--- src/rtl/brew_pkg.sv ---
`default_nettype none
// ============================================================================
//  Module      : brew_pkg
//  Description : Shared types and menu encodings for the brewing-unit
//                scheduler.
//  Revision    : 1.0 - initial release
// ============================================================================
package brew_pkg;

    // Brew sequencer states; DONE is a single-cycle completion state.
    typedef enum logic [2:0] {
        ST_IDLE   = 3'd0,
        ST_WATER  = 3'd1,
        ST_COFFEE = 3'd2,
        ST_CREAM  = 3'd3,
        ST_SUGAR  = 3'd4,
        ST_DONE   = 3'd5
    } state_t;

    // Per-panel menu selection codes.
    localparam logic [1:0] MENU_NONE        = 2'b00;
    localparam logic [1:0] MENU_BLACK       = 2'b01;
    localparam logic [1:0] MENU_CREAM       = 2'b10;
    localparam logic [1:0] MENU_CREAM_SUGAR = 2'b11;

    // Width of the per-phase cycle counter.
    localparam int CNT_W = 16;

    // True when the selected drink needs the cream phase.
    function automatic logic menu_has_cream(input logic [1:0] m);
        return (m == MENU_CREAM) || (m == MENU_CREAM_SUGAR);
    endfunction

endpackage
`default_nettype wire

--- src/rtl/brew_unit_scheduler_rr_arbiter.sv ---
`default_nettype none
// ============================================================================
//  Module      : rr_arbiter
//  Description : Round-robin arbiter. The grant is combinational from the
//                request vector and the priority pointer; the pointer moves
//                past the granted requester when advance is strobed.
//  Revision    : 1.0 - initial release
// ============================================================================
module rr_arbiter #(
    parameter int N = 2
) (
    input  logic         clk,
    input  logic         rst,
    input  logic [N-1:0] req,
    input  logic         advance,
    output logic [N-1:0] grant
);

    localparam int PW = (N > 1) ? $clog2(N) : 1;

    logic [PW-1:0] ptr_q;
    logic [PW-1:0] ptr_d;
    logic          found;

    // Pick the first requester at or above the pointer, else wrap around.
    always_comb begin
        grant = '0;
        found = 1'b0;
        for (int i = 0; i < N; i++) begin
            if (!found && req[i] && (i >= int'(ptr_q))) begin
                found    = 1'b1;
                grant[i] = 1'b1;
            end
        end
        for (int i = 0; i < N; i++) begin
            if (!found && req[i] && (i < int'(ptr_q))) begin
                found    = 1'b1;
                grant[i] = 1'b1;
            end
        end
    end

    // Next pointer is one past the winner, modulo N.
    always_comb begin
        ptr_d = ptr_q;
        if (advance) begin
            for (int i = 0; i < N; i++) begin
                if (grant[i]) begin
                    ptr_d = (i == N - 1) ? '0 : PW'(i + 1);
                end
            end
        end
    end

    // Priority pointer register.
    always_ff @(posedge clk or posedge rst) begin
        if (rst) begin
            ptr_q <= '0;
        end else begin
            ptr_q <= ptr_d;
        end
    end

endmodule
`default_nettype wire

--- src/rtl/brew_unit_scheduler.sv ---
`default_nettype none
// ============================================================================
//  Module      : brew_unit_scheduler
//  Description : Shares one brewing unit between N_PANEL front panels.
//                Arbitrates orders round-robin, latches the granted menu and
//                sequences the Water/Coffee/Cream/Sugar valve phases.
//                Optional macro BREW_CUP_COUNT_EN adds a saturating
//                Cup_Count output counting finished drinks.
//  Revision    : 1.0 - initial release
// ============================================================================
module brew_unit_scheduler
    import brew_pkg::*;
#(
    parameter int N_PANEL    = 2,
    parameter int WATER_CYC  = 4,
    parameter int COFFEE_CYC = 2,
    parameter int CREAM_CYC  = 1,
    parameter int SUGAR_CYC  = 1
) (
    input  logic                 Clock,
    input  logic                 Reset,
    input  logic [N_PANEL-1:0]   Req,
    input  logic [2*N_PANEL-1:0] Menu,
    input  logic                 Abort,
    output logic [N_PANEL-1:0]   Grant,
    output logic [N_PANEL-1:0]   Done,
    output logic [N_PANEL-1:0]   Aborted,
    output logic                 Water,
    output logic                 Coffee,
    output logic                 Cream,
    output logic                 Sugar,
`ifdef BREW_CUP_COUNT_EN
    output logic [7:0]           Cup_Count,
`endif
    output logic                 Busy
);

    state_t             state_q, state_d;
    logic [CNT_W-1:0]   cnt_q, cnt_d;
    logic [1:0]         menu_q, menu_d;
    logic [N_PANEL-1:0] owner_q, owner_d;
    logic [N_PANEL-1:0] grant_q, grant_d;
    logic [N_PANEL-1:0] aborted_q, aborted_d;

    logic [N_PANEL-1:0] cand;
    logic [N_PANEL-1:0] arb_grant;
    logic [1:0]         menu_sel;
    logic               advance;

    // Only panels with a real selection compete; pick the winner's menu.
    always_comb begin
        cand     = '0;
        menu_sel = MENU_NONE;
        for (int i = 0; i < N_PANEL; i++) begin
            cand[i] = Req[i] && (Menu[2*i +: 2] != MENU_NONE);
            if (arb_grant[i]) begin
                menu_sel = Menu[2*i +: 2];
            end
        end
    end

    rr_arbiter #(
        .N (N_PANEL)
    ) u_arb (
        .clk     (Clock),
        .rst     (Reset),
        .req     (cand),
        .advance (advance),
        .grant   (arb_grant)
    );

    // Next-state, phase counter and latch logic; abort overrides any phase.
    always_comb begin
        state_d   = state_q;
        cnt_d     = cnt_q;
        menu_d    = menu_q;
        owner_d   = owner_q;
        grant_d   = '0;
        aborted_d = '0;
        advance   = 1'b0;
        case (state_q)
            ST_IDLE: begin
                if (!Abort && (|cand)) begin
                    advance = 1'b1;
                    state_d = ST_WATER;
                    cnt_d   = CNT_W'(WATER_CYC - 1);
                    menu_d  = menu_sel;
                    owner_d = arb_grant;
                    grant_d = arb_grant;
                end
            end
            ST_WATER: begin
                if (cnt_q == '0) begin
                    state_d = ST_COFFEE;
                    cnt_d   = CNT_W'(COFFEE_CYC - 1);
                end else begin
                    cnt_d = cnt_q - 1'b1;
                end
            end
            ST_COFFEE: begin
                if (cnt_q == '0) begin
                    if (menu_has_cream(menu_q)) begin
                        state_d = ST_CREAM;
                        cnt_d   = CNT_W'(CREAM_CYC - 1);
                    end else begin
                        state_d = ST_DONE;
                    end
                end else begin
                    cnt_d = cnt_q - 1'b1;
                end
            end
            ST_CREAM: begin
                if (cnt_q == '0) begin
                    if (menu_q == MENU_CREAM_SUGAR) begin
                        state_d = ST_SUGAR;
                        cnt_d   = CNT_W'(SUGAR_CYC - 1);
                    end else begin
                        state_d = ST_DONE;
                    end
                end else begin
                    cnt_d = cnt_q - 1'b1;
                end
            end
            ST_SUGAR: begin
                if (cnt_q == '0) begin
                    state_d = ST_DONE;
                end else begin
                    cnt_d = cnt_q - 1'b1;
                end
            end
            ST_DONE: begin
                state_d = ST_IDLE;
            end
            default: begin
                state_d = ST_IDLE;
            end
        endcase
        // A valve phase abandoned by Abort reports back to its owner only.
        if (Abort && (state_q != ST_IDLE) && (state_q != ST_DONE)) begin
            state_d   = ST_IDLE;
            cnt_d     = '0;
            aborted_d = owner_q;
        end
    end

    // Sequencer registers.
    always_ff @(posedge Clock or posedge Reset) begin
        if (Reset) begin
            state_q   <= ST_IDLE;
            cnt_q     <= '0;
            menu_q    <= MENU_NONE;
            owner_q   <= '0;
            grant_q   <= '0;
            aborted_q <= '0;
        end else begin
            state_q   <= state_d;
            cnt_q     <= cnt_d;
            menu_q    <= menu_d;
            owner_q   <= owner_d;
            grant_q   <= grant_d;
            aborted_q <= aborted_d;
        end
    end

    // Moore valve outputs and status pulses.
    always_comb begin
        Water   = (state_q == ST_WATER);
        Coffee  = (state_q == ST_COFFEE);
        Cream   = (state_q == ST_CREAM);
        Sugar   = (state_q == ST_SUGAR);
        Busy    = (state_q != ST_IDLE);
        Done    = (state_q == ST_DONE) ? owner_q : '0;
        Grant   = grant_q;
        Aborted = aborted_q;
    end

`ifdef BREW_CUP_COUNT_EN
    logic [7:0] cup_q, cup_d;

    // Count finished drinks, holding at the top of the range.
    always_comb begin
        cup_d = cup_q;
        if ((state_q == ST_DONE) && (cup_q != 8'hFF)) begin
            cup_d = cup_q + 8'd1;
        end
    end

    // Cup counter register.
    always_ff @(posedge Clock or posedge Reset) begin
        if (Reset) begin
            cup_q <= '0;
        end else begin
            cup_q <= cup_d;
        end
    end

    assign Cup_Count = cup_q;
`endif

endmodule
`default_nettype wire

--- config.mk ---
export PLATFORM = sky130hd
export DESIGN_NAME = brew_unit_scheduler
export DESIGN_NICKNAME = d
export VERILOG_FILES = /design/src/rtl/brew_pkg.sv /design/src/rtl/brew_unit_scheduler_rr_arbiter.sv /design/src/rtl/brew_unit_scheduler.sv
export SDC_FILE = /design/constraint.sdc
export NUM_CORES = 1
export LEC_CHECK = 0
export CORE_MARGIN = 1
export CORE_UTILIZATION = 40
export DETAILED_ROUTE_END_ITERATION = 8
export PLACE_DENSITY_LB_ADDON = 0.2
export SYNTH_ARGS = -nofsm -noshare
export SYNTH_HDL_FRONTEND = slang
export SYNTH_SLANG_ARGS = --single-unit
--- constraint.sdc ---
create_clock -name Clock -period 4.3 [get_ports Clock]
set_clock_uncertainty 0.1 [all_clocks]
set_input_delay 1.075 -clock Clock [delete_from_list [all_inputs] [get_ports Clock]]
set_output_delay 1.075 -clock Clock [all_outputs]
set_load 0.02 [all_outputs]
* Word level (Yosys, flattened, before mapping)
Cells that the tools add are included.
** Cells by class
- Eq/ne operators :: 16
- Muxes and demuxes :: 32
- Order comparisons :: 2
- Add/sub/neg operators :: 1
- Reductions and logical operators :: 25
** Operators with widths (count)
- two-way mux 16 bit :: 8
- case mux 16 bit (5 select lines) :: 1
- two-way mux 3 bit :: 7
- zero test 16 bit :: 1
- subtractor 16 x 1 -> 16 bit, second input constant :: 1
- case mux 3 bit (5 select lines) :: 1
- two-way mux 2 bit :: 6
- != test 3 x 1 -> 1 bit, second input constant :: 4
- AND reduction 5 bit :: 2
- logical AND 1 bit :: 9
- two-way mux 1 bit :: 9
- != test 4 x 2 -> 1 bit, second input constant :: 2
- equality test 3 x 2 -> 1 bit, second input constant :: 2
- equality test 3 bit, second input constant :: 2
- != test 3 bit, second input constant :: 2
- nonzero test 2 bit :: 3
- nonzero test 6 bit :: 1
- equality test 2 bit, second input constant :: 2
- AND reduction 2 bit :: 2
- equality test 3 x 1 -> 1 bit, second input constant :: 1
- zero test 1 bit :: 3
- zero test 3 bit :: 1
- != test 3 x 2 -> 1 bit, second input constant :: 1
- nonzero test 3 bit :: 1
- other kinds (4) :: 4
** Storage, ports and cells
- Word-level logic and storage cells :: 83
- Output and inout bits :: 11
- Bits in registers :: 28
- Bits of input ports :: 9

* Longest topological paths before layout
- Word-level depth :: 13
- Mapped depth :: 8
- Depth with buffers taken out :: 8

* By module
Synthesis repeated with hierarchy kept, for this count alone.
** Second synthesis, totals
- Cell total of the unflattened synthesis :: 183
- Area total of the unflattened synthesis :: 1684.1 um^2
** By module, submodules not included
- brew_unit_scheduler :: seq. area each 675.6 um^2, cells each 176, times used 1, area an instance 1625.3 um^2
- rr_arbiter :: seq. area each 25.0 um^2, cells each 7, times used 1, area an instance 58.8 um^2

* Least setup slack after synthesis
Ideal clock, no wire load.
- Path kind :: input to register
- Start :: input Menu[0]
- End :: register cnt_q[7]
- Data arrival time :: 2.610 ns
- Cell stages on the path :: 6
- Path buffers :: 0
- Setup slack :: 1.512 ns
- Setup time :: 0.078 ns
- Data required time :: 4.122 ns
- Path through :: o21ai_0 > a21oi_1 > nor2_1 > or4_1 > o32a_1 > a21oi_1
** Between the ends
- Cells in the longest elaborated chain, start to end :: 6
** Ends and longest elaborated chain
- start: declaration :: line brew_unit_scheduler.sv:23 : input logic [2*N_PANEL-1:0] Menu,
- nonzero test 2 bit :: line brew_unit_scheduler.sv:55 : cand[i] = Req[i] && (Menu[2*i +: 2] != MENU_NONE);
- logical AND 1 bit :: line brew_unit_scheduler.sv:55
- OR reduction 2 bit :: line brew_unit_scheduler.sv:83 : if (!Abort && (|cand)) begin
- logical AND 1 bit :: line brew_unit_scheduler.sv:83
- != test 3 bit (no line)
- AND reduction 5 bit (no line)
- end signal: assignment :: line brew_unit_scheduler.sv:157 : cnt_q <= cnt_d;
- end: declaration :: line brew_unit_scheduler.sv:39 : logic [CNT_W-1:0] cnt_q, cnt_d;
Every way passes these cells.
A chain may end at the register's enable or synchronous reset.

* Final worst setup path
- Start :: input Abort
- End :: register cnt_q[11]
** Between the ends
- Cells in the longest elaborated chain, start to end :: 4
- Elaborated cells on any way between the ends :: 11
- Classes of those cells :: eq/ne: 4; mux: 1; reduce/logical: 6
** Ends and longest elaborated chain
- start: declaration :: line brew_unit_scheduler.sv:24 : input logic Abort,
- logical AND 1 bit / zero test 1 bit (equally long branches) :: line brew_unit_scheduler.sv:139, brew_unit_scheduler.sv:83
- logical AND 1 bit, on equally long branches :: line brew_unit_scheduler.sv:139, brew_unit_scheduler.sv:83
- != test 4 x 2 -> 1 bit (no line), or another cell as far along
- AND reduction 5 bit (no line)
Several ways; a longest one is shown, not always the timed one.

==> results.md <==
* FF-to-FF setup slack at 1.25 ns
* Worst Path Required at 4.37 ns
* Critical Setup Path Class: input pin to register
* Final WL at 3520 µm
* Worst min-delay path category: register to register
* Fmax at 281 MHz
* Clk Latency, worst-skew pair at 0.28 ns
* Critical Path Start Type: input pin
* CP Data Arrival Time at 3.64 ns
* Rows at 22
* RePlAce Congestion at 0.841
* CTS clk-pin slew, worst paths at 0.10 ns
* Post-Syn Nets at 185
* Final WS setup at 0.736 ns
* Synth top area cells: dfrtp_1 (43%), xnor2_1 (7.0%), nor2_1 (5.8%), o21ai_0 (4.0%), a211oi_1 (2.8%)
* Port bufs at 19
* Core ar. at 3770 µm²
* # DRC at 0
* First-pass GRT wire length at 6280 µm
* Min cycle time layout at 3.56 ns
* Via count at 1373
* Cell Pwr Density at 743 nW/µm²
* Drt first pass iters at 4
* Synth area leader: dfrtp_1
* Layout cell share with drive strength beyond 1 at 7.81%
* Starting density of the core at 43.1%
* Post-DRT Antenna Nets at 0
* Post-CTS Hold Buffers at 0
* Share of synthesized registers carrying an async set or reset at 100%
* Mapped Area at 1630 µm²
* Syn Inst Count at 175
* Worst hold margin at 0.412 ns
* Cells along the critical path: clkdlybuf4s50_1 > inv_1 > o21ai_0 > o21ai_1 > a2111oi_0 > xnor2_1 > nor2_1
* Number of flops mapped to enable cells by yosys at 0
* Clk sinks at 28
* Area of the multi-input gates at 842 µm²
* Run status: completed
* Gr usage total at 19.0%
* Pins Over Slew Limit at 0
* CTS tree: yes
* Post-cts resize count at 0
* Slew at the pin closest to its max-slew limit at 1.06 ns
* Worst vdd ir at 0.262 mV
* Via density at 5.72
* Post-CTS Setup Bufs at 0
* Syn-to-layout area delta at 17.6%
* Setup_tns at 0 ns
* Detail-routed net length per standard cell at 14.7 µm
* # setup viols final at 0
* Count leader, synth: dfrtp_1
* Worst slack, placed at 0.561 ns
* Final Hold Fails at 0
* RSZ-0062 raised after global routing: false
* Vias in the first global route at 1341
* Die Width at 65.8 µm
* Register area share after synthesis at 43.1%
* Syn avg cell area at 9.29 µm²
* Die area at 4330 µm²
* CTS root buf: clkbuf_8
* Post-synth top area share at 43.1%
* FF+latch area at 701 µm²
* Slowest cell on the critical path: clkdlybuf4s50_1
* Nets at 203
* Largest stage delay on the critical path at 0.76 ns
* Initial antenna violation count at 0
* Crit Path Max Fanout at 16
* Top-Level Pins at 20
* Fillers at 353
* DP Wirelength at 2510 µm
* Cts bufs inserted at 3
* DRT iter0 DRCs at 63
* Max_slew headroom at 29.0%
* Max-cap violations at 0
* Top cells by count, synth: dfrtp_1 (28), nor2_1 (25), o21ai_0 (13), xnor2_1 (13), inv_1 (11)
* Synth unique cells at 42
* Chip height at 65.8 µm
* Total congestion overflow at 0
* Max Buffers Root-to-Sink at 2
* Number of H-tree levels at 1
* Period utilization at 82.9%
* Ys Warns at 0
* Worst Setup End Kind: register
* Synthesized flop and latch total at 28
* Largest net degree at the start of global routing at 29
* Main synth FF type: dfrtp_1
* P_leak at 0.806 nW
* Antenna diodes at 0
[routing by layer]
| metal | global-route usage (%) | vias up | part of all wire, % |
|---|---|---|---|
| met1 | 26.5 | 665 | 49 |
| li1 | - | 667 | - |
| met3 | 3.62 | 6 | 4.1 |
| met2 | 29.3 | 35 | 46 |
| met4 | 6.25 | 0 | 1.6 |
| met5 | 0 | - | 0 |
[final timing paths]
| path | startpoint | endpoint | depth (start not counted) |
|---|---|---|---|
| max reg2reg | cnt_q[10] | cnt_q[1] | 6 |
| max in group asynchronous | Reset | cnt_q[15] | 2 |
| max | Abort | cnt_q[11] | 7 |
| min in group asynchronous | Reset | Grant[1] | 2 |
| min reg2reg | owner_q[0] | owner_q[0] | 1 |
| min | owner_q[0] | owner_q[0] | 1 |
[layout by cell type (no fill, tap or decap), types with 2 or more instances in the layout]
master / count
a2111oi_0: 5
a211oi_1: 6
a21o_1: 2
a21oi_1: 7
a222oi_1: 2
a31oi_1: 2
and2_1: 3
and3_1: 5
clkbuf_8: 3
clkdlybuf4s50_1: 19
dfrtp_1: 28
inv_1: 11
nand2_1: 9
nand2b_1: 2
nand3_1: 3
nor2_1: 25
nor2b_1: 2
nor3_1: 5
o211ai_1: 3
o21ai_0: 13
o311ai_0: 2
or2_2: 2
or4_4: 2
xnor2_1: 13
[registers in the layout (all words and copies together), names as in the netlist]
name,flops
cnt_q,16
Grant,2
Aborted,2
owner_q,2
state_q,3
menu_q,2
u_arb.ptr_q,1
[final cells by class]
cell class | instances | share of cell area [%]
clock inverter | 1 | 1.57
tap | 48 | 3.14
timing repair buffer | 20 | 10.3
multi-input combinational | 129 | 44.0
inverter | 11 | 2.16
clock buffer | 3 | 2.16
sequential | 28 | 36.6
[worst max-delay path: cells and delay by family]
| kind | cells | cell delay (ns) |
|---|---|---|
| simple gates | 1 | 0.06 |
| xor+xnor | 1 | 0.18 |
| buf+inv | 2 | 0.94 |
| compound gates | 3 | 1.37 |
[logic make-up (layout without fill, tap and decap cells)]
group	after synthesis	in the layout	share of synthesized area, %
buffers and inverters	18	35	5.15
multiplexers	1	1	0.692
flip-flops	28	28	43.1
AO/OA/AOI/OAI	52	52	23.7
XOR/XNOR	13	13	7.00
adder cells (fa/ha/maj)	1	1	0.769
AND/OR/NAND/NOR	62	62	19.6
[through the flow]
step                      cell area, µm²  total power [W]  std cells  util (%)
after floorplan                     1630          0.00104        175         -
after global placement              1840          0.00120        236      48.8
after detailed placement            1840          0.00121        236      48.8
after CTS                           1910          0.00143        240      50.7
after global routing                1910          0.00154        240      50.7
final                               1910          0.00142        240      50.7
[report_power, final]
group / switching [W] / total [W] / internal (W)
registers: 0.0000956 / 0.000444 / 0.000349
clock network: 0.0000841 / 0.000209 / 0.000125
logic: 0.000435 / 0.000768 / 0.000333
No activity file was read; power rests on OpenSTA's default activity.
